===== src/rtl/ahb_slv_pkg.sv =====
// Shared definitions for the AHB-Lite slave write-buffer bridge:
// HTRANS/HRESP encodings, the bridge FSM states and the strobe/alignment helpers.
package ahb_slv_pkg;

  typedef enum logic [1:0] {
    HTRANS_IDLE   = 2'b00,
    HTRANS_BUSY   = 2'b01,
    HTRANS_NONSEQ = 2'b10,
    HTRANS_SEQ    = 2'b11
  } htrans_e;

  localparam logic HRESP_OKAY  = 1'b0;
  localparam logic HRESP_ERROR = 1'b1;

  typedef enum logic [2:0] {
    ST_IDLE,
    ST_WR_DATA,
    ST_RD_REQ,
    ST_RD_WAIT,
    ST_RD_DONE,
    ST_ERR1,
    ST_ERR2
  } state_e;

  // Widest supported bus is 64 bits, so strobes are built at 8 lanes and truncated.
  localparam int unsigned MAX_STRB_W = 8;

  // Little-endian byte-lane mask: 2^size lanes starting at lane.
  function automatic logic [MAX_STRB_W-1:0] gen_strb(input logic [2:0] size,
                                                     input logic [2:0] lane);
    logic [MAX_STRB_W-1:0] mask;
    case (size)
      3'd0:    mask = 8'h01;
      3'd1:    mask = 8'h03;
      3'd2:    mask = 8'h0F;
      default: mask = 8'hFF;
    endcase
    return mask << lane;
  endfunction

  // Natural alignment of the address to the transfer size (sizes above 64 bits never align).
  function automatic logic is_aligned(input logic [2:0] size, input logic [2:0] addr_lo);
    logic ok;
    case (size)
      3'd0:    ok = 1'b1;
      3'd1:    ok = (addr_lo[0] == 1'b0);
      3'd2:    ok = (addr_lo[1:0] == 2'b00);
      3'd3:    ok = (addr_lo == 3'b000);
      default: ok = 1'b0;
    endcase
    return ok;
  endfunction

endpackage


===== src/rtl/ahb_wbuf.sv =====
// Posted-write buffer: synchronous FIFO of (addr, data, strb) entries.
// Ports: i_push/i_pop with write-side fields in, head fields out, full/empty/level.
// Pointers carry an extra wrap bit so full and empty are distinguishable.
module ahb_wbuf #(
  parameter int unsigned AW    = 32,
  parameter int unsigned DW    = 32,
  parameter int unsigned SW    = 4,
  parameter int unsigned DEPTH = 4
) (
  input  logic                       i_clk,
  input  logic                       i_rstn,
  input  logic                       i_push,
  input  logic                       i_pop,
  input  logic [AW-1:0]              i_addr,
  input  logic [DW-1:0]              i_data,
  input  logic [SW-1:0]              i_strb,
  output logic [AW-1:0]              o_addr,
  output logic [DW-1:0]              o_data,
  output logic [SW-1:0]              o_strb,
  output logic                       o_full,
  output logic                       o_empty,
  output logic [$clog2(DEPTH):0]     o_level
);

  localparam int unsigned PTR_W = $clog2(DEPTH);

  logic [AW-1:0] r_mem_addr [DEPTH];
  logic [DW-1:0] r_mem_data [DEPTH];
  logic [SW-1:0] r_mem_strb [DEPTH];
  logic [PTR_W:0] r_wptr;
  logic [PTR_W:0] r_rptr;
  logic w_do_push;
  logic w_do_pop;

  assign o_empty = (r_wptr == r_rptr);
  assign o_full  = (r_wptr[PTR_W] != r_rptr[PTR_W]) &&
                   (r_wptr[PTR_W-1:0] == r_rptr[PTR_W-1:0]);
  assign o_level = r_wptr - r_rptr;

  // A push into a full buffer is allowed when the head leaves in the same cycle.
  assign w_do_pop  = i_pop && !o_empty;
  assign w_do_push = i_push && (!o_full || w_do_pop);

  // Pointer update
  always_ff @(posedge i_clk or negedge i_rstn) begin
    if (!i_rstn) begin
      r_wptr <= '0;
      r_rptr <= '0;
    end else begin
      if (w_do_push) r_wptr <= r_wptr + 1'b1;
      if (w_do_pop)  r_rptr <= r_rptr + 1'b1;
    end
  end

  // Entry storage
  always_ff @(posedge i_clk) begin
    if (w_do_push) begin
      r_mem_addr[r_wptr[PTR_W-1:0]] <= i_addr;
      r_mem_data[r_wptr[PTR_W-1:0]] <= i_data;
      r_mem_strb[r_wptr[PTR_W-1:0]] <= i_strb;
    end
  end

  assign o_addr = r_mem_addr[r_rptr[PTR_W-1:0]];
  assign o_data = r_mem_data[r_rptr[PTR_W-1:0]];
  assign o_strb = r_mem_strb[r_rptr[PTR_W-1:0]];

endmodule


===== src/rtl/ahb_slave_wbuf_bridge.sv =====
// AHB-Lite slave bridging onto a single valid/ready backend through a posted-write buffer.
// Ports: AHB slave side (i_hselx, i_hready, i_htrans, i_hwrite, i_hsize, i_haddr, i_hwdata,
//   o_hreadyout, o_hresp, o_hrdata); backend request (o_valid, o_rd0_wr1, o_addr, o_wr_data,
//   o_wr_strb, i_ready); read return (i_rd_valid, i_rd_data); o_wbuf_level occupancy.
// Macro AHB_SLV_ERR_RESP_EN: illegal transfers get a two-cycle ERROR response; otherwise
//   illegal writes are dropped and illegal reads return zero.
module ahb_slave_wbuf_bridge
  import ahb_slv_pkg::*;
#(
  parameter int unsigned          DATA_WIDTH = 32,
  parameter int unsigned          ADDR_WIDTH = 32,
  parameter int unsigned          WBUF_DEPTH = 4,
  parameter logic [ADDR_WIDTH-1:0] ADDR_BASE = '0,
  parameter logic [ADDR_WIDTH-1:0] ADDR_SIZE = 'h1000
) (
  input  logic                          i_clk_ahb,
  input  logic                          i_rstn_ahb,
  input  logic                          i_hselx,
  input  logic                          i_hready,
  input  logic                          i_hwrite,
  input  logic [1:0]                    i_htrans,
  input  logic [2:0]                    i_hsize,
  input  logic [ADDR_WIDTH-1:0]         i_haddr,
  input  logic [DATA_WIDTH-1:0]         i_hwdata,
  output logic                          o_hreadyout,
  output logic                          o_hresp,
  output logic [DATA_WIDTH-1:0]         o_hrdata,
  output logic                          o_valid,
  output logic                          o_rd0_wr1,
  output logic [ADDR_WIDTH-1:0]         o_addr,
  output logic [DATA_WIDTH-1:0]         o_wr_data,
  output logic [DATA_WIDTH/8-1:0]       o_wr_strb,
  input  logic                          i_ready,
  input  logic                          i_rd_valid,
  input  logic [DATA_WIDTH-1:0]         i_rd_data,
  output logic [$clog2(WBUF_DEPTH):0]   o_wbuf_level
);

  localparam int unsigned STRB_W = DATA_WIDTH / 8;
  localparam int unsigned LANE_W = $clog2(STRB_W);

  state_e                  r_state;
  state_e                  w_state_nxt;
  state_e                  w_decode;
  logic [ADDR_WIDTH-1:0]   r_addr;
  logic [STRB_W-1:0]       r_strb;
  logic                    r_legal;
  logic [DATA_WIDTH-1:0]   r_hrdata;
  logic                    w_accept;
  logic                    w_legal;
  logic [ADDR_WIDTH-1:0]   w_offset;
  logic                    w_hreadyout;
  logic                    w_done;
  logic                    w_push;
  logic                    w_pop;
  logic                    w_rd_cap;
  logic                    w_rd_zero;
  logic                    w_full;
  logic                    w_empty;
  logic [ADDR_WIDTH-1:0]   w_head_addr;
  logic [DATA_WIDTH-1:0]   w_head_data;
  logic [STRB_W-1:0]       w_head_strb;

  // Address-phase decode
  assign w_accept = i_hselx && i_hready &&
                    ((i_htrans == HTRANS_NONSEQ) || (i_htrans == HTRANS_SEQ));
  assign w_offset = i_haddr - ADDR_BASE;
  assign w_legal  = (i_haddr >= ADDR_BASE) && (w_offset < ADDR_SIZE) &&
                    is_aligned(i_hsize, i_haddr[2:0]) && (i_hsize <= 3'(LANE_W));

  always_comb begin
    w_decode = ST_IDLE;
    if (w_legal) begin
      w_decode = i_hwrite ? ST_WR_DATA : ST_RD_REQ;
    end else begin
`ifdef AHB_SLV_ERR_RESP_EN
      w_decode = ST_ERR1;
`else
      w_decode = i_hwrite ? ST_WR_DATA : ST_RD_REQ;
`endif
    end
  end

  // Backend pops the buffer head whenever it is ready.
  assign w_pop = !w_empty && i_ready;

  // FSM state register
  always_ff @(posedge i_clk_ahb or negedge i_rstn_ahb) begin
    if (!i_rstn_ahb) r_state <= ST_IDLE;
    else             r_state <= w_state_nxt;
  end

  // FSM next state and data-phase controls
  always_comb begin
    w_state_nxt = r_state;
    w_hreadyout = 1'b1;
    w_done      = 1'b0;
    w_push      = 1'b0;
    w_rd_cap    = 1'b0;
    w_rd_zero   = 1'b0;
    case (r_state)
      ST_IDLE: w_done = 1'b1;
      ST_WR_DATA: begin
        // Illegal writes are dropped without waiting for buffer space.
        w_hreadyout = !r_legal || !w_full || w_pop;
        w_push      = r_legal && w_hreadyout;
        w_done      = w_hreadyout;
      end
      ST_RD_REQ: begin
        w_hreadyout = 1'b0;
        if (!r_legal) begin
          w_rd_zero   = 1'b1;
          w_state_nxt = ST_RD_DONE;
        end else if (w_empty && i_ready) begin
          if (i_rd_valid) begin
            w_rd_cap    = 1'b1;
            w_state_nxt = ST_RD_DONE;
          end else begin
            w_state_nxt = ST_RD_WAIT;
          end
        end
      end
      ST_RD_WAIT: begin
        w_hreadyout = 1'b0;
        if (i_rd_valid) begin
          w_rd_cap    = 1'b1;
          w_state_nxt = ST_RD_DONE;
        end
      end
      ST_RD_DONE: w_done = 1'b1;
      ST_ERR1: begin
        w_hreadyout = 1'b0;
        w_state_nxt = ST_ERR2;
      end
      ST_ERR2: w_done = 1'b1;
      default: w_state_nxt = ST_IDLE;
    endcase
    if (w_done) w_state_nxt = w_accept ? w_decode : ST_IDLE;
  end

  // Address-phase capture and read data register
  always_ff @(posedge i_clk_ahb or negedge i_rstn_ahb) begin
    if (!i_rstn_ahb) begin
      r_addr   <= '0;
      r_strb   <= '0;
      r_legal  <= 1'b0;
      r_hrdata <= '0;
    end else begin
      if (w_accept && w_done) begin
        r_addr  <= i_haddr;
        r_strb  <= STRB_W'(gen_strb(i_hsize, 3'(i_haddr[LANE_W-1:0])));
        r_legal <= w_legal;
      end
      if (w_rd_cap)       r_hrdata <= i_rd_data;
      else if (w_rd_zero) r_hrdata <= '0;
    end
  end

  ahb_wbuf #(
    .AW    (ADDR_WIDTH),
    .DW    (DATA_WIDTH),
    .SW    (STRB_W),
    .DEPTH (WBUF_DEPTH)
  ) u_wbuf (
    .i_clk   (i_clk_ahb),
    .i_rstn  (i_rstn_ahb),
    .i_push  (w_push),
    .i_pop   (w_pop),
    .i_addr  (r_addr),
    .i_data  (i_hwdata),
    .i_strb  (r_strb),
    .o_addr  (w_head_addr),
    .o_data  (w_head_data),
    .o_strb  (w_head_strb),
    .o_full  (w_full),
    .o_empty (w_empty),
    .o_level (o_wbuf_level)
  );

  // Backend request: buffered writes first, a read only once the buffer has drained.
  always_comb begin
    o_valid   = 1'b0;
    o_rd0_wr1 = 1'b0;
    o_addr    = '0;
    o_wr_data = '0;
    o_wr_strb = '0;
    if (!w_empty) begin
      o_valid   = 1'b1;
      o_rd0_wr1 = 1'b1;
      o_addr    = w_head_addr;
      o_wr_data = w_head_data;
      o_wr_strb = w_head_strb;
    end else if ((r_state == ST_RD_REQ) && r_legal) begin
      o_valid = 1'b1;
      o_addr  = r_addr;
    end
  end

  assign o_hreadyout = w_hreadyout;
  assign o_hrdata    = r_hrdata;
`ifdef AHB_SLV_ERR_RESP_EN
  assign o_hresp = ((r_state == ST_ERR1) || (r_state == ST_ERR2)) ? HRESP_ERROR : HRESP_OKAY;
`else
  assign o_hresp = HRESP_OKAY;
`endif

endmodule

===== config.mk =====
export PLATFORM = sky130hd
export DESIGN_NAME = ahb_slave_wbuf_bridge
export DESIGN_NICKNAME = d
export VERILOG_FILES = /design/src/rtl/ahb_slv_pkg.sv /design/src/rtl/ahb_wbuf.sv /design/src/rtl/ahb_slave_wbuf_bridge.sv
export SDC_FILE = /design/constraint.sdc
export NUM_CORES = 1
export LEC_CHECK = 0
export CAP_MARGIN = 25
export CELL_PAD_IN_SITES_DETAIL_PLACEMENT = 1
export CELL_PAD_IN_SITES_GLOBAL_PLACEMENT = 2
export CORE_AREA = 5 5 209 211
export DETAILED_ROUTE_END_ITERATION = 10
export DIE_AREA = 0 0 214 216
export PLACE_DENSITY_LB_ADDON = 0.08
export SYNTH_ARGS = -nofsm -noshare
export SYNTH_HDL_FRONTEND = slang
export SYNTH_SLANG_ARGS = --single-unit
export TNS_END_PERCENT = 50

===== constraint.sdc =====
create_clock -name i_clk_ahb -period 6.2 [get_ports i_clk_ahb]
set_input_delay 1.24 -clock i_clk_ahb [delete_from_list [all_inputs] [get_ports i_clk_ahb]]
set_output_delay 1.24 -clock i_clk_ahb [all_outputs]
set_load 0.03 [all_outputs]

* Word level (Yosys, flattened, before mapping)
Memory sizes are Yosys's and may differ from the RTL's.
Index checks and enable logic that the tools add are counted.
** Storage, ports and cells
- Memories kept :: 3
- Flip-flop bits (word level) :: 78
- Output and inout port bits :: 107
- Input port bits :: 108
- Memory bits (writable) :: 272
- Word-level logic and storage cells :: 95
** Memory list
- u_wbuf.r_mem_addr :: depth 4, bits a word 32, read ports 1, clocked after Yosys merged registers in 0, write ports 1, RTL line ahb_wbuf.sv:27 : logic [AW-1:0] r_mem_addr [DEPTH];
- u_wbuf.r_mem_data :: depth 4, bits a word 32, read ports 1, clocked after Yosys merged registers in 0, write ports 1, RTL line ahb_wbuf.sv:28 : logic [DW-1:0] r_mem_data [DEPTH];
- u_wbuf.r_mem_strb :: depth 4, bits a word 4, read ports 1, clocked after Yosys merged registers in 0, write ports 1, RTL line ahb_wbuf.sv:29 : logic [SW-1:0] r_mem_strb [DEPTH];
** Operators by class
- Reduce and logical (&&, ||, !) cells :: 29
- Mux-type cells :: 31
- Bitwise logic cells :: 1
- Add/sub/neg operators :: 3
- Shift operators :: 1
- Eq/ne operators :: 17
- Order comparisons :: 3
** Operators with widths (number)
- 32-bit two-way mux :: 5
- 32-bit by 1-bit >= comparator with 1-bit output, second input constant :: 1
- 32-bit by 13-bit less-than comparator with 1-bit output, second input constant :: 1
- 8-bit one-hot mux with 3 select lines :: 1
- 3-bit two-way mux :: 5
- 1-bit logical AND :: 13
- 3-bit by 2-bit == test with 1-bit output, second input constant :: 4
- 3-bit one-hot mux with 4 select lines :: 1
- 1-bit two-way mux :: 11
- 3-bit == test, second input constant :: 3
- 3-bit logical NOT :: 3
- 8-bit two-way mux :: 1
- 8-bit by 2-bit left shift with 4-bit output :: 1
- 3-bit by 1-bit adder with 3-bit output, second input constant :: 2
- 3-bit by 1-bit == test with 1-bit output, second input constant :: 2
- 1-bit one-hot mux with 2 select lines :: 3
- 3-bit OR reduction :: 2
- 2-bit == test, second input constant :: 2
- 1-bit logical OR :: 4
- 2-bit two-way mux :: 2
- 4-bit two-way mux :: 1
- 4-bit != test, second input constant :: 1
- 1-bit one-hot mux with 4 select lines :: 1
- 4-bit OR reduction :: 1
- 12 further kinds :: 14

* Longest topological paths before layout
Gate-level depths: netlist of run 1.
- Depth after elaboration :: 10
- Mapped depth :: 11
- Mapped depth without buffers :: 7

* Cells and area by module
A second synthesis of run 1 with hierarchy kept.
** Second synthesis, totals
- Cell total of the unflattened synthesis :: 691
- Area total of the unflattened synthesis :: 13741.9 µm²
** By module, submodules not included
- ahb_wbuf :: cells an instance 402, sequential area each 8318.0 µm², times used 1, area each 10257.3 µm²
- ahb_slave_wbuf_bridge :: cells an instance 289, sequential area each 1801.7 µm², times used 1, area each 3484.6 µm²

* Worst setup path after synthesis of run 1
No wires, ideal clock.
- Path type :: register to output
- Start :: register u_wbuf.r_rptr[1]
- End :: output o_addr[22]
- Setup slack :: 2265 ps
- Required time :: 4960 ps
- Stages on the path, launching flop included :: 12
- Buffers on the path :: 4
- Arrival time :: 2695 ps
- Cell sequence :: dfrtp_1 clkbuf_1 clkbuf_1 inv_1 ha_1 and2_1 and2_2 buf_2 clkinv_1 clkbuf_1 nand2_1 nand2_1
** On the way
- Word-level cells in the longest chain between the ends :: 2
- Elaborated cells between the ends (all ways) :: 3
- Those cells by class :: eq/ne (1); mux (1); memory (1)
** Ends and longest elaborated chain
- start, declared :: RTL line ahb_wbuf.sv:31 : logic [PTR_W:0] r_rptr;
- start signal, assigned :: RTL line ahb_wbuf.sv:51 : if (w_do_pop) r_rptr <= r_rptr + 1'b1;
- memory 4 x 32 bit / 3-bit == test (equally long branches)
- 32-bit two-way mux * :: RTL line ahb_slave_wbuf_bridge.sv:187 : if (!w_empty) begin
- end, declared :: RTL line ahb_slave_wbuf_bridge.sv:30 : output logic [ADDR_WIDTH-1:0] o_addr,
Mark *: on every way between the ends. The rest lies on a longest branch, timed or not.

* Final worst setup path of run 1
- Start :: register u_wbuf.r_rptr[1]
- End :: output o_wr_strb[1]
** On the way
- Word-level cells in the longest chain between the ends :: 2
- Elaborated cells between the ends (all ways) :: 3
- Those cells by class :: eq/ne (1); mux (1); memory (1)
** Ends and longest elaborated chain
- memory 4 x 4 bit / 3-bit == test (equally long branches)
- 4-bit two-way mux * :: RTL line ahb_slave_wbuf_bridge.sv:187
- end, declared :: RTL line ahb_slave_wbuf_bridge.sv:32 : output logic [DATA_WIDTH/8-1:0] o_wr_strb,
Marks and branches as above.

==> results of run 1 <==
==> final timing paths <==
check | to | start | slack, ns | depth (start not counted)
hold / removal | o_hrdata[24] | o_hrdata[24] | 0.50 | 1
setup / recovery | o_wr_strb[1] | u_wbuf.r_rptr[1] | 1.08 | 8
min in group asynchronous | o_hrdata[4] | i_rstn_ahb | 0.79 | 1
setup reg to reg | r_addr[1] | u_wbuf.r_rptr[1] | 2.82 | 7
hold reg to reg | o_hrdata[24] | o_hrdata[24] | 0.50 | 1
max in group asynchronous | u_wbuf.r_rptr[1] | i_rstn_ahb | 4.43 | 2
==> metal layers <==
| layer | vias up | global-route usage, % | routed length (µm) |
|---|---|---|---|
| li1 | 3418 | - | - |
| met1 | 3967 | 19.50 | 15340 |
| met2 | 175 | 25.23 | 17080 |
| met3 | 48 | 3.840 | 1849 |
| met4 | 4 | 4.552 | 741 |
| met5 | - | 0 | 19 |
==> worst reg2reg max path, delay by kind of cell, from the launching register on <==
kind / cells / cell delay (ns)
AO/OA/AOI/OAI: 1 / 0.82
flip-flops: 1 / 0.67
AND/OR/NAND/NOR: 2 / 0.53
adder cells (fa/ha/maj): 1 / 0.31
multiplexers: 1 / 0.38
buffers and inverters: 2 / 0.56
==> metrics by stage <==
stage | util (%) | cells | area [µm²] | hold WS (ns)
6_report | 43.42 | 1553 | 18050 | 0.5036
5_1_grt | 43.42 | 1553 | 18050 | 0.5226
4_1_cts | 43.29 | 1551 | 17990 | 0.5101
3_5_place_dp | 40.12 | 1475 | 16680 | 0.4924
3_3_place_gp | 40.05 | 1474 | 16650 | 0.4867
2_1_floorplan | - | 754 | 13960 | 0.4762
==> where the power goes <==
group / switching (W) / leakage, nW / internal [W] / total (W)
combinational: 0.00145 / 2.36 / 0.00121 / 0.00265
sequential: 0.000127 / 3.43 / 0.00266 / 0.00278
clock: 0.000936 / 0.647 / 0.00139 / 0.00233
==> synthesized netlist by cell type, drive strengths merged, types with 5 or more instances <==
master / number / area, µm²
inv: 7 / 26.28
a22o: 32 / 280.3
buf: 17 / 136.4
dfrtp: 78 / 1952
nor2: 6 / 22.52
and2: 42 / 264.0
ha: 7 / 87.58
mux2: 38 / 540.5
o21ai: 5 / 25.02
clkbuf: 28 / 105.1
edfxtp: 272 / 8168
xnor2: 5 / 51.30
nand2: 71 / 266.5
mux4: 68 / 1531
nand3: 36 / 180.2
==> sequential cells by signal, summed over array words and instances (netlist names) <==
register	count
u_wbuf.r_rptr	3
u_wbuf.r_mem_strb	16
u_wbuf.r_mem_data	128
r_addr	32
r_legal	1
r_strb	4
o_hrdata	32
r_state	3
u_wbuf.r_wptr	3
u_wbuf.r_mem_addr	128
==> area by class of cell <==
type	instances	area share (%)
flip-flops and latches	350	56.11
multi-input cells	351	19.91
repair buffers	229	12.78
clock buffers	63	6.710
well taps	539	3.736
clock inverters	13	0.5892
inverters	8	0.1664
==> logic make-up after synthesis <==
family	after synthesis	synth area share (%)
AND/OR/NAND/NOR	175	6.335
AO/OA/AOI/OAI	55	3.190
flip-flops	350	72.47
other	1	0.02685
multiplexers	106	14.84
XOR/XNOR	6	0.4301
buffers and inverters	53	1.944
adder cells (fa/ha/maj)	8	0.7705
==> results.tsv, run 1 <==
stage	metric	value	unit
setup_path	critical path class	register to output port	
clock_tree	maximum buffer depth of the clock tree	3	
setup_path	delay-heaviest family, CP	buffers and inverters	
synthesis	Yosys Warn Count	0	
route	DR DRC count	0	
final_layout	diode count	0	
timing	Setup Skew	0.01357	ns
setup_path	CP Cell Sequence	inv_1, ha_1, and2_1, and2_2, inv_2, buf_4, and2_1, clkdlybuf4s50_1	
route	via count	7612	
global_route	GRT Residual Overflow	0	
setup_path	Worst Path Max Fanout	49	
clock_tree	CTS Hold Bufs	0	
placement	RePlAce Congestion	0.6959	
final_layout	share of cells above drive strength 1	19.72	%
setup_path	Worst setup EP type	output port	
power_and_ir_drop	power per cell area	430.3	mW/mm²
route	Antenna Violating Nets Remaining	0	
worst_hold_path	HP Class	register to register	
setup_path	Worst path max stage delay	0.68	ns
route	DR iter-0 viols	353	
clock_tree	Post-CTS Resized	0	
synthesis	register area share after synthesis	72.47	%
synthesis	Async SR Flop Fraction	22.29	%
route	Routed WL	35040	µm
timing	Rel. slew slack	34.05	%
timing	Least-Margin Pin Slew	0.9893	ns
route	DR pass1 iterations	4	
timing	pins over their slew limit	0	
global_route	initial antenna violation count	2	
setup_path	Worst Path Buf+Inv	4	
timing	setup ws final	1.083	ns
placement	Place WS	1.568	ns
clock_tree	clk slew on worst S/H paths	0.06	ns
setup_path	cell mode on critical path	and2_1	
die	I/O pin total	215	
die	Rows	75	
timing	RSZ-0062 raised after global routing	false	
clock_tree	H-tree Lvls	2	
outcome	status	completed	
die	Starting Density	33.59	%
clock_tree	worst skew pair latency	0.54	ns
die	Die ar.	0.04622	mm²
synthesis	post-synthesis net count	870	
die	core area	0.04157	mm²
global_route	GR Util All Layers	15.06	%
final_layout	# fillers	4006	
global_route	first-pass GRT wire length	53630	µm
die	die width	214	µm
global_route	number of global-route vias before repair	8617	
synthesis	Synth cell types	50	
placement	Port Buf Inserts	212	
clock_tree	clock sinks	350	
timing	Final Hold Viols	0	
synthesis	post-synthesis average cell area	18.52	µm²
final_layout	commonest non-fill, non-tap cell in the layout	edfxtp_1	
route	WL per Instance	22.56	µm
die	Die H	216	µm
setup_path	CP required	4.96	ns
clock_tree	Inserted Clock Buffers	41	
synthesis	Synth Instances	754	
setup_path	Slowest cell on crit path	clkdlybuf4s50_1	
power_and_ir_drop	total power draw	0.007767	W
power_and_ir_drop	Lkg Pwr	6.442	nW
synthesis	#FFs+latches synth	350	
final_layout	most frequent cells in the layout	edfxtp_1, clkdlybuf4s50_1, dfrtp_1, nand2_1, mux4_2	
timing	crit share post-route	82.53	%
job	max_cap viols	0	
setup_path	CP arrival	3.88	ns
final_layout	Layout Area Growth over Synthesis	29.25	%
final_layout	Reg area	0.01013	mm²
clock_tree	CTS tree	done	
timing	f_max	0.1954	GHz
power_and_ir_drop	Worst VDD drop	0.0001792	V
route	vias per cell	4.901	
synthesis	mapped cell area	0.01396	mm²
setup_path	Critical Path Source Type	register	
final_layout	multi-input logic area	0.003593	mm²
synthesis	most common flop cell mapped by yosys	edfxtp_1	
clock_tree	Root Buffer Master	clkbuf_16	
placement	post-DP HPWL	20770	µm
timing	Setup Viol. Count Final	0	
global_route	largest net degree at the start of global routing	58	
clock_tree	Post-CTS Setup Bufs	0	
timing	crit path time final	5.117	ns
timing	TNS Setup	0	ns
synthesis	number of synthesized flops with an enable pin	272	
final_layout	final-stage net count	1097	
(Power assumes the default switching activity.)
==> inputs of run 2 (changes only) <==
==> constraint.sdc (replaced) <==
create_clock -name i_clk_ahb -period 5.1 [get_ports i_clk_ahb]
set_input_delay 1.02 -clock i_clk_ahb [delete_from_list [all_inputs] [get_ports i_clk_ahb]]
set_output_delay 1.02 -clock i_clk_ahb [all_outputs]
set_load 0.03 [all_outputs]
==> run 2 against run 1 <==
Clock skew up 0.0088 ns. Worst setup slack worse by 0.50 ns. Sequential power up 23%. Cell count down 0.26%. Largest cell class unchanged.
==> results.tsv, run 2 (same netlist as run 1, synthesis figures left out) <==
stage	metric	value	unit	change
placement	RePlAce Congestion	0.7006		+0.68%
global_route	GRT Residual Overflow	0		unchanged
setup_path	Worst Path Max Fanout	35		-29%
clock_tree	Post-CTS Setup Bufs	0		unchanged
final_layout	Layout Area Growth over Synthesis	28.46	%	
clock_tree	Inserted Clock Buffers	40		-2.4%
final_layout	Reg area	0.01013	mm²	unchanged
clock_tree	H-tree Lvls	2		unchanged
clock_tree	CTS Hold Bufs	0		unchanged
setup_path	R2R cell count	6		-1
power_and_ir_drop	Worst VDD drop	0.0001951	V	+8.9%
route	met1 WL	14950	µm	-2.6%
timing	crit share post-route	88.55	%	
route	routed wl met3	2210	µm	+20%
setup_path	critical path class	register to output port		
worst_hold_path	HP Start	o_hrdata[19]		
clock_tree	Root Buffer Master	clkbuf_16		
setup_path	Worst setup EP type	output port		
timing	TNS Setup	0	ns	unchanged
route	Routed WL	34660	µm	-1.1%
timing	Least-Margin Pin Slew	0.9049	ns	-0.08433 ns
placement	DP Area	0.01674	mm²	+0.38%
die	core area	0.04157	mm²	unchanged
final_layout	share of cells above drive strength 1	20.63	%	+0.91 points
die	Die ar.	0.04622	mm²	unchanged
final_layout	# fillers	4041		+0.87%
clock_tree	Post-CTS Resized	0		unchanged
timing	f_max	0.2214	GHz	
placement	Port Buf Inserts	212		unchanged
power_and_ir_drop	power per cell area	513.8	mW/mm²	+19%
clock_tree	clock sinks	350		unchanged
route	met2 routed wirelength	16730	µm	-2.0%
global_route	GR Util All Layers	14.90	%	-0.16 points
timing	RSZ-0062 raised after global routing	false		
die	Starting Density	33.59	%	unchanged
worst_hold_path	HP Class	register to register		
final_layout	final-stage net count	1095		-0.18%
route	via count	7534		-1.0%
clock_tree	worst skew pair latency	0.55	ns	about the same
final_layout	commonest non-fill, non-tap cell in the layout	edfxtp_1		
die	die width	214	µm	unchanged
setup_path	CP arrival	3.50	ns	-0.38 ns
setup_path	CP required	4.08	ns	-0.88 ns
clock_tree	clk slew on worst S/H paths	0.06	ns	about the same
global_route	first-pass GRT wire length	53050	µm	-1.1%
final_layout	multi-input logic area	0.003593	mm²	unchanged
final_layout	Post-Layout Inst Area	0.01794	mm²	-0.62%
route	Antenna Violating Nets Remaining	0		unchanged
global_route	largest net degree at the start of global routing	53		-8.6%
setup_path	R2R Path Start	u_wbuf.r_rptr[0]		
timing	Setup Viol. Count Final	0		unchanged
placement	post-DP HPWL	21020	µm	+1.2%
setup_path	Crit. Startpoint	u_wbuf.r_rptr[0]		
route	vias per cell	4.864		-0.77%
clock_tree	CTS tree	done		
job	max_cap viols	0		unchanged
route	DR pass1 iterations	4		unchanged
global_route	initial antenna violation count	5		+3
route	DR DRC count	0		unchanged
final_layout	Post-Layout Cell Count	1549		-0.26%
die	I/O pin total	215		unchanged
timing	crit path time final	4.516	ns	
power_and_ir_drop	total power draw	0.009216	W	+19%
route	Max Used Layer	met5		
die	Die H	216	µm	unchanged
global_route	number of global-route vias before repair	8485		-1.5%
die	Rows	75		unchanged
setup_path	Critical Path Source Type	register		
route	WL per Instance	22.38	µm	-0.82%
timing	Setup Skew	0.02240	ns	+0.008830 ns
route	DR iter-0 viols	338		-4.2%
timing	Rel. slew slack	39.67	%	+5.6 points
power_and_ir_drop	Lkg Pwr	6.413	nW	-0.46%
worst_hold_path	hold path depth	1		unchanged
clock_tree	maximum buffer depth of the clock tree	3		unchanged
outcome	status	completed		
timing	Final Hold Viols	0		unchanged
timing	pins over their slew limit	0		unchanged
placement	placed insts	1476		+0.068%
final_layout	most frequent cells in the layout	edfxtp_1, clkdlybuf4s50_1, dfrtp_1, nand2_1, mux4_2		
## run 2: layer usage
layer	global-route usage, %	vias up
met3	4.695	56
li1	-	3410
met2	24.65	179
met1	19.00	3883
met4	4.466	6
met5	0	-
## run 2: final cells by class
type                    instances  area share, %
flip-flops and latches        350          56.46
repair buffers                228          12.90
inverters                       8         0.1674
diodes                          2        0.02790
well taps                     539          3.759
clock inverters                22         0.7672
multi-input cells             351          20.03
clock buffers                  49          5.887
## run 2: power by group
group / switching (W) / internal (W)
Combinational: 0.00171 / 0.00144
Clock: 0.00112 / 0.00152
Sequential: 0.000203 / 0.00323
## run 2: critical path, cell delays in order, from the launching register on
cell and delay (ns):
dfrtp_4 0.67, ha_1 0.41, and2_1 0.20, and2_2 0.18
buf_4 0.48, nand3_1 0.13, nand2_1 0.10, clkdlybuf4s50_1 0.77
## run 2: final timing paths
check / to / slack [ns]
worst max register to register: r_addr[2] / 2.22
worst max-delay path: o_addr[21] / 0.58
worst min-delay path: o_hrdata[19] / 0.50
worst min register to register: o_hrdata[19] / 0.50
min in group asynchronous: o_hrdata[30] / 0.55
max in group asynchronous: r_addr[8] / 3.65
## run 2: per-stage QoR
stage | hold WS, ns | utilization, % | setup slack (ns)
3_5_place_dp | 0.4919 | 40.27 | 1.002
2_1_floorplan | 0.4762 | - | 1.385
6_report | 0.5006 | 43.15 | 0.5838
4_1_cts | 0.5072 | 43.14 | 0.4474
5_1_grt | 0.5148 | 43.14 | 0.3593
3_3_place_gp | 0.4881 | 40.20 | 0.9725
==> inputs of run 3 (changes only) <==
--- a/config.mk
+++ b/config.mk
@@ -8,11 +8,12 @@
 export CAP_MARGIN = 25
 export CELL_PAD_IN_SITES_DETAIL_PLACEMENT = 1
 export CELL_PAD_IN_SITES_GLOBAL_PLACEMENT = 2
-export CORE_AREA = 5 5 209 211
+export CORE_AREA = 5 5 192 194
 export DETAILED_ROUTE_END_ITERATION = 10
-export DIE_AREA = 0 0 214 216
+export DIE_AREA = 0 0 197 199
 export PLACE_DENSITY_LB_ADDON = 0.08
 export SYNTH_ARGS = -nofsm -noshare
 export SYNTH_HDL_FRONTEND = slang
+export SYNTH_HIERARCHICAL = 1
 export SYNTH_SLANG_ARGS = --single-unit
 export TNS_END_PERCENT = 50
==> run 3 against run 2 <==
Count of clock-buffer cells in the layout rose by 14. Critical path type unchanged. Hold slack worse by 0.0031 ns. Register-to-register slack worse by 1.1 ns. Critical path depth rose by 4.
==> results.tsv, run 3 <==
stage	metric	value	unit	change
placement	RePlAce Congestion	0.7735		+10%
synthesis	Synth top cells by count	edfxtp_1, dfrtp_1, mux4_2, a22o_1, nor2b_1		
die	Die H	199	µm	-7.9%
job	max_cap viols	0		unchanged
clock_tree	clock sinks	350		unchanged
route	DR pass1 iterations	4		unchanged
synthesis	post-synthesis average cell area	19.89	µm²	+7.4%
setup_path	Worst Path Buf+Inv	6		+4
power_and_ir_drop	Flop pwr share	36.6	%	-0.6 points
global_route	first-pass GRT wire length	49620	µm	-6.5%
synthesis	Async SR Flop Fraction	22.29	%	unchanged
synthesis	Synth Instances	691		-8.4%
setup_path	Slowest cell on crit path	dfrtp_4		
worst_hold_path	HP Class	input port to async pin		
route	via count	7317		-2.9%
die	Rows	69		-8.0%
clock_tree	maximum buffer depth of the clock tree	3		unchanged
synthesis	mapped cell area	0.01374	mm²	-1.6%
timing	minimum hold slack	0.4975	ns	-0.003118 ns
synthesis	number of synthesized flops with an enable pin	272		unchanged
clock_tree	H-tree Lvls	2		unchanged
clock_tree	worst skew pair latency	0.53	ns	-0.02 ns
route	WL per Instance	22.99	µm	+2.8%
setup_path	Worst setup EP type	output port		
timing	Setup Skew	0.02138	ns	-0.001026 ns
power_and_ir_drop	power per cell area	530.4	mW/mm²	+3.2%
final_layout	share of cells above drive strength 1	22.69	%	+2.1 points
setup_path	Worst path max stage delay	0.76	ns	about the same
setup_path	Worst Path Max Fanout	33		-5.7%
global_route	number of global-route vias before repair	8298		-2.2%
global_route	largest net degree at the start of global routing	45		-15%
timing	Rel. slew slack	44.14	%	+4.5 points
timing	TNS Setup	0	ns	unchanged
power_and_ir_drop	Clock power frac	28.6	%	about the same
outcome	status	completed		
timing	pins over their slew limit	0		unchanged
synthesis	register area share after synthesis	73.64	%	+1.2 points
final_layout	Layout Area Growth over Synthesis	28.96	%	
timing	Setup Viol. Count Final	0		unchanged
synthesis	post-synthesis net count	807		-7.2%
power_and_ir_drop	total power draw	0.009399	W	+2.0%
power_and_ir_drop	internal power	0.006388	W	+3.2%
final_layout	diode count	0		-2
route	DR DRC count	0		unchanged
power_and_ir_drop	Lkg Pwr	6.213	nW	-3.1%
power_and_ir_drop	Comb pwr share	34.7	%	+0.6 points
die	core area	0.03505	mm²	-16%
final_layout	commonest non-fill, non-tap cell in the layout	edfxtp_1		
clock_tree	Inserted Clock Buffers	39		-2.5%
synthesis	largest cells by area after synthesis	edfxtp_1, dfrtp_1, mux4_2		
clock_tree	Post-CTS Resized	0		unchanged
placement	Place WS	0.7926	ns	-0.2094 ns
power_and_ir_drop	sw power	0.003011	W	-0.54%
setup_path	delay-heaviest family, CP	buffers and inverters		
placement	Port Buf Inserts	212		unchanged
die	die width	197	µm	-7.9%
power_and_ir_drop	Worst VDD drop	0.0003413	V	+75%
route	vias per cell	5.178		+6.5%
timing	crit path time final	4.759	ns	+0.2426 ns
setup_path	Critical Path Source Type	register		
global_route	initial antenna violation count	2		-3
route	Routed WL	32490	µm	-6.3%
final_layout	# fillers	3260		-19%
synthesis	most common flop cell mapped by yosys	edfxtp_1		
clock_tree	Post-CTS Setup Bufs	0		unchanged
die	Starting Density	39.21	%	+5.6 points
timing	Final Hold Viols	0		unchanged
setup_path	critical path class	register to output port		
die	I/O pin total	215		unchanged
global_route	GR Util All Layers	16.37	%	+1.5 points
route	Antenna Violating Nets Remaining	0		unchanged
synthesis	Synth cell types	44		-12%
final_layout	final core utilization	50.56	%	+7.4 points
final_layout	most frequent cells in the layout	edfxtp_1, clkdlybuf4s50_1, dfrtp_1, mux4_2, a22o_1		
synthesis	area share of the largest cell type after synthesis	59.44	%	+0.95 points
timing	setup ws final	0.3412	ns	-0.2426 ns
power_and_ir_drop	Net Sw Frac	32.03	%	-0.81 points
clock_tree	CTS Hold Bufs	0		unchanged
setup_path	CP required	4.08	ns	about the same
final_layout	final-stage net count	1039		-5.1%
timing	f_max	0.2101	GHz	-5.1%
clock_tree	CTS tree	done		
die	Die ar.	0.03920	mm²	-15%
placement	post-DP HPWL	19980	µm	-5.0%
setup_path	CP arrival	3.74	ns	+0.24 ns
timing	RSZ-0062 raised after global routing	false		
synthesis	most frequent cell after synthesis	edfxtp_1		
clock_tree	Root Buffer Master	clkbuf_16		
synthesis	#FFs+latches synth	350		unchanged
timing	Least-Margin Pin Slew	0.8379	ns	-0.06705 ns
timing	crit share post-route	93.31	%	+4.8 points
route	DR iter-0 viols	216		-36%
synthesis	Yosys Warn Count	6		+6
global_route	GRT Residual Overflow	0		unchanged
clock_tree	clk slew on worst S/H paths	0.06	ns	about the same
setup_path	cell mode on critical path	buf_4		
synthesis	post-synth top area cell	edfxtp_1		
setup_path	CP Cell Sequence	inv_1, ha_1, nand2_1, nor2b_4, buf_4, clkinv_1, buf_4, nor2_4, buf_4, a22o_1, buf_4		
[run 3: layer usage]
layer  up-vias  track usage, %  wire [µm]  share of wire [%]
li1       3253               -          -                  -
met1      3854           21.64      13860                 43
met2       173           28.29      16650                 51
met3        33           3.371       1492                4.6
met4         4           3.518        467                1.4
met5         -               0         23              0.071
[run 3: power by group through the flow]
stage / registers, W / clock network [W] / logic [W]
after detailed placement: 0.00352 / 0 / 0.00332
after global routing: 0.00348 / 0.00290 / 0.00345
after global placement: 0.00350 / 0 / 0.00331
final: 0.00344 / 0.00269 / 0.00327
after floorplan: 0.00336 / 0 / 0.00212
after CTS: 0.00346 / 0.00277 / 0.00333
[run 3: stage by stage]
stage,std cells,instance area (µm²)
after floorplan,691,13750
after detailed placement,1342,16450
final,1413,17720
after CTS,1412,17690
after global placement,1342,16450
after global routing,1413,17720
[run 3: final cells by class]
cell class	instances	area (µm²)	area share (%)
clock inverters	7	56.30	0.3177
multi-input cells	291	3403	19.20
flip-flops and latches	350	10130	57.14
inverters	12	45.04	0.2542
clock buffers	63	1189	6.707
repair buffers	229	2325	13.12
well taps	461	576.8	3.255
[run 3: final timing paths]
path                             startpoint                        to  slack (ns)  cells after the start
min reg2reg                     o_hrdata[0]               o_hrdata[0]        0.50                      1
min in group i_clk_ahb          o_hrdata[0]               o_hrdata[0]        0.50                      1
max reg2reg                u_wbuf/r_rptr[0]  u_wbuf/r_mem_addr[2][29]        1.09                      9
max                        u_wbuf/r_rptr[1]                o_addr[23]        0.34                     11
max in group asynchronous        i_rstn_ahb                r_addr[29]        3.58                      2
min                              i_rstn_ahb              o_hrdata[23]        0.50                      1
[run 3: kinds of logic (layout without fill, tap and decap cells)]
group | count (synthesis) | in the layout | share of synthesized area [%]
flip-flops | 350 | 350 | 73.64
adder cells (fa/ha/maj) | 8 | 8 | 0.7830
other | 1 | 1 | 0.02729
XOR/XNOR | 4 | 4 | 0.3096
buffers and inverters | 50 | 311 | 1.976
multiplexers | 109 | 109 | 14.77
AND/OR/NAND/NOR | 77 | 77 | 3.096
AO/OA/AOI/OAI | 92 | 92 | 5.399
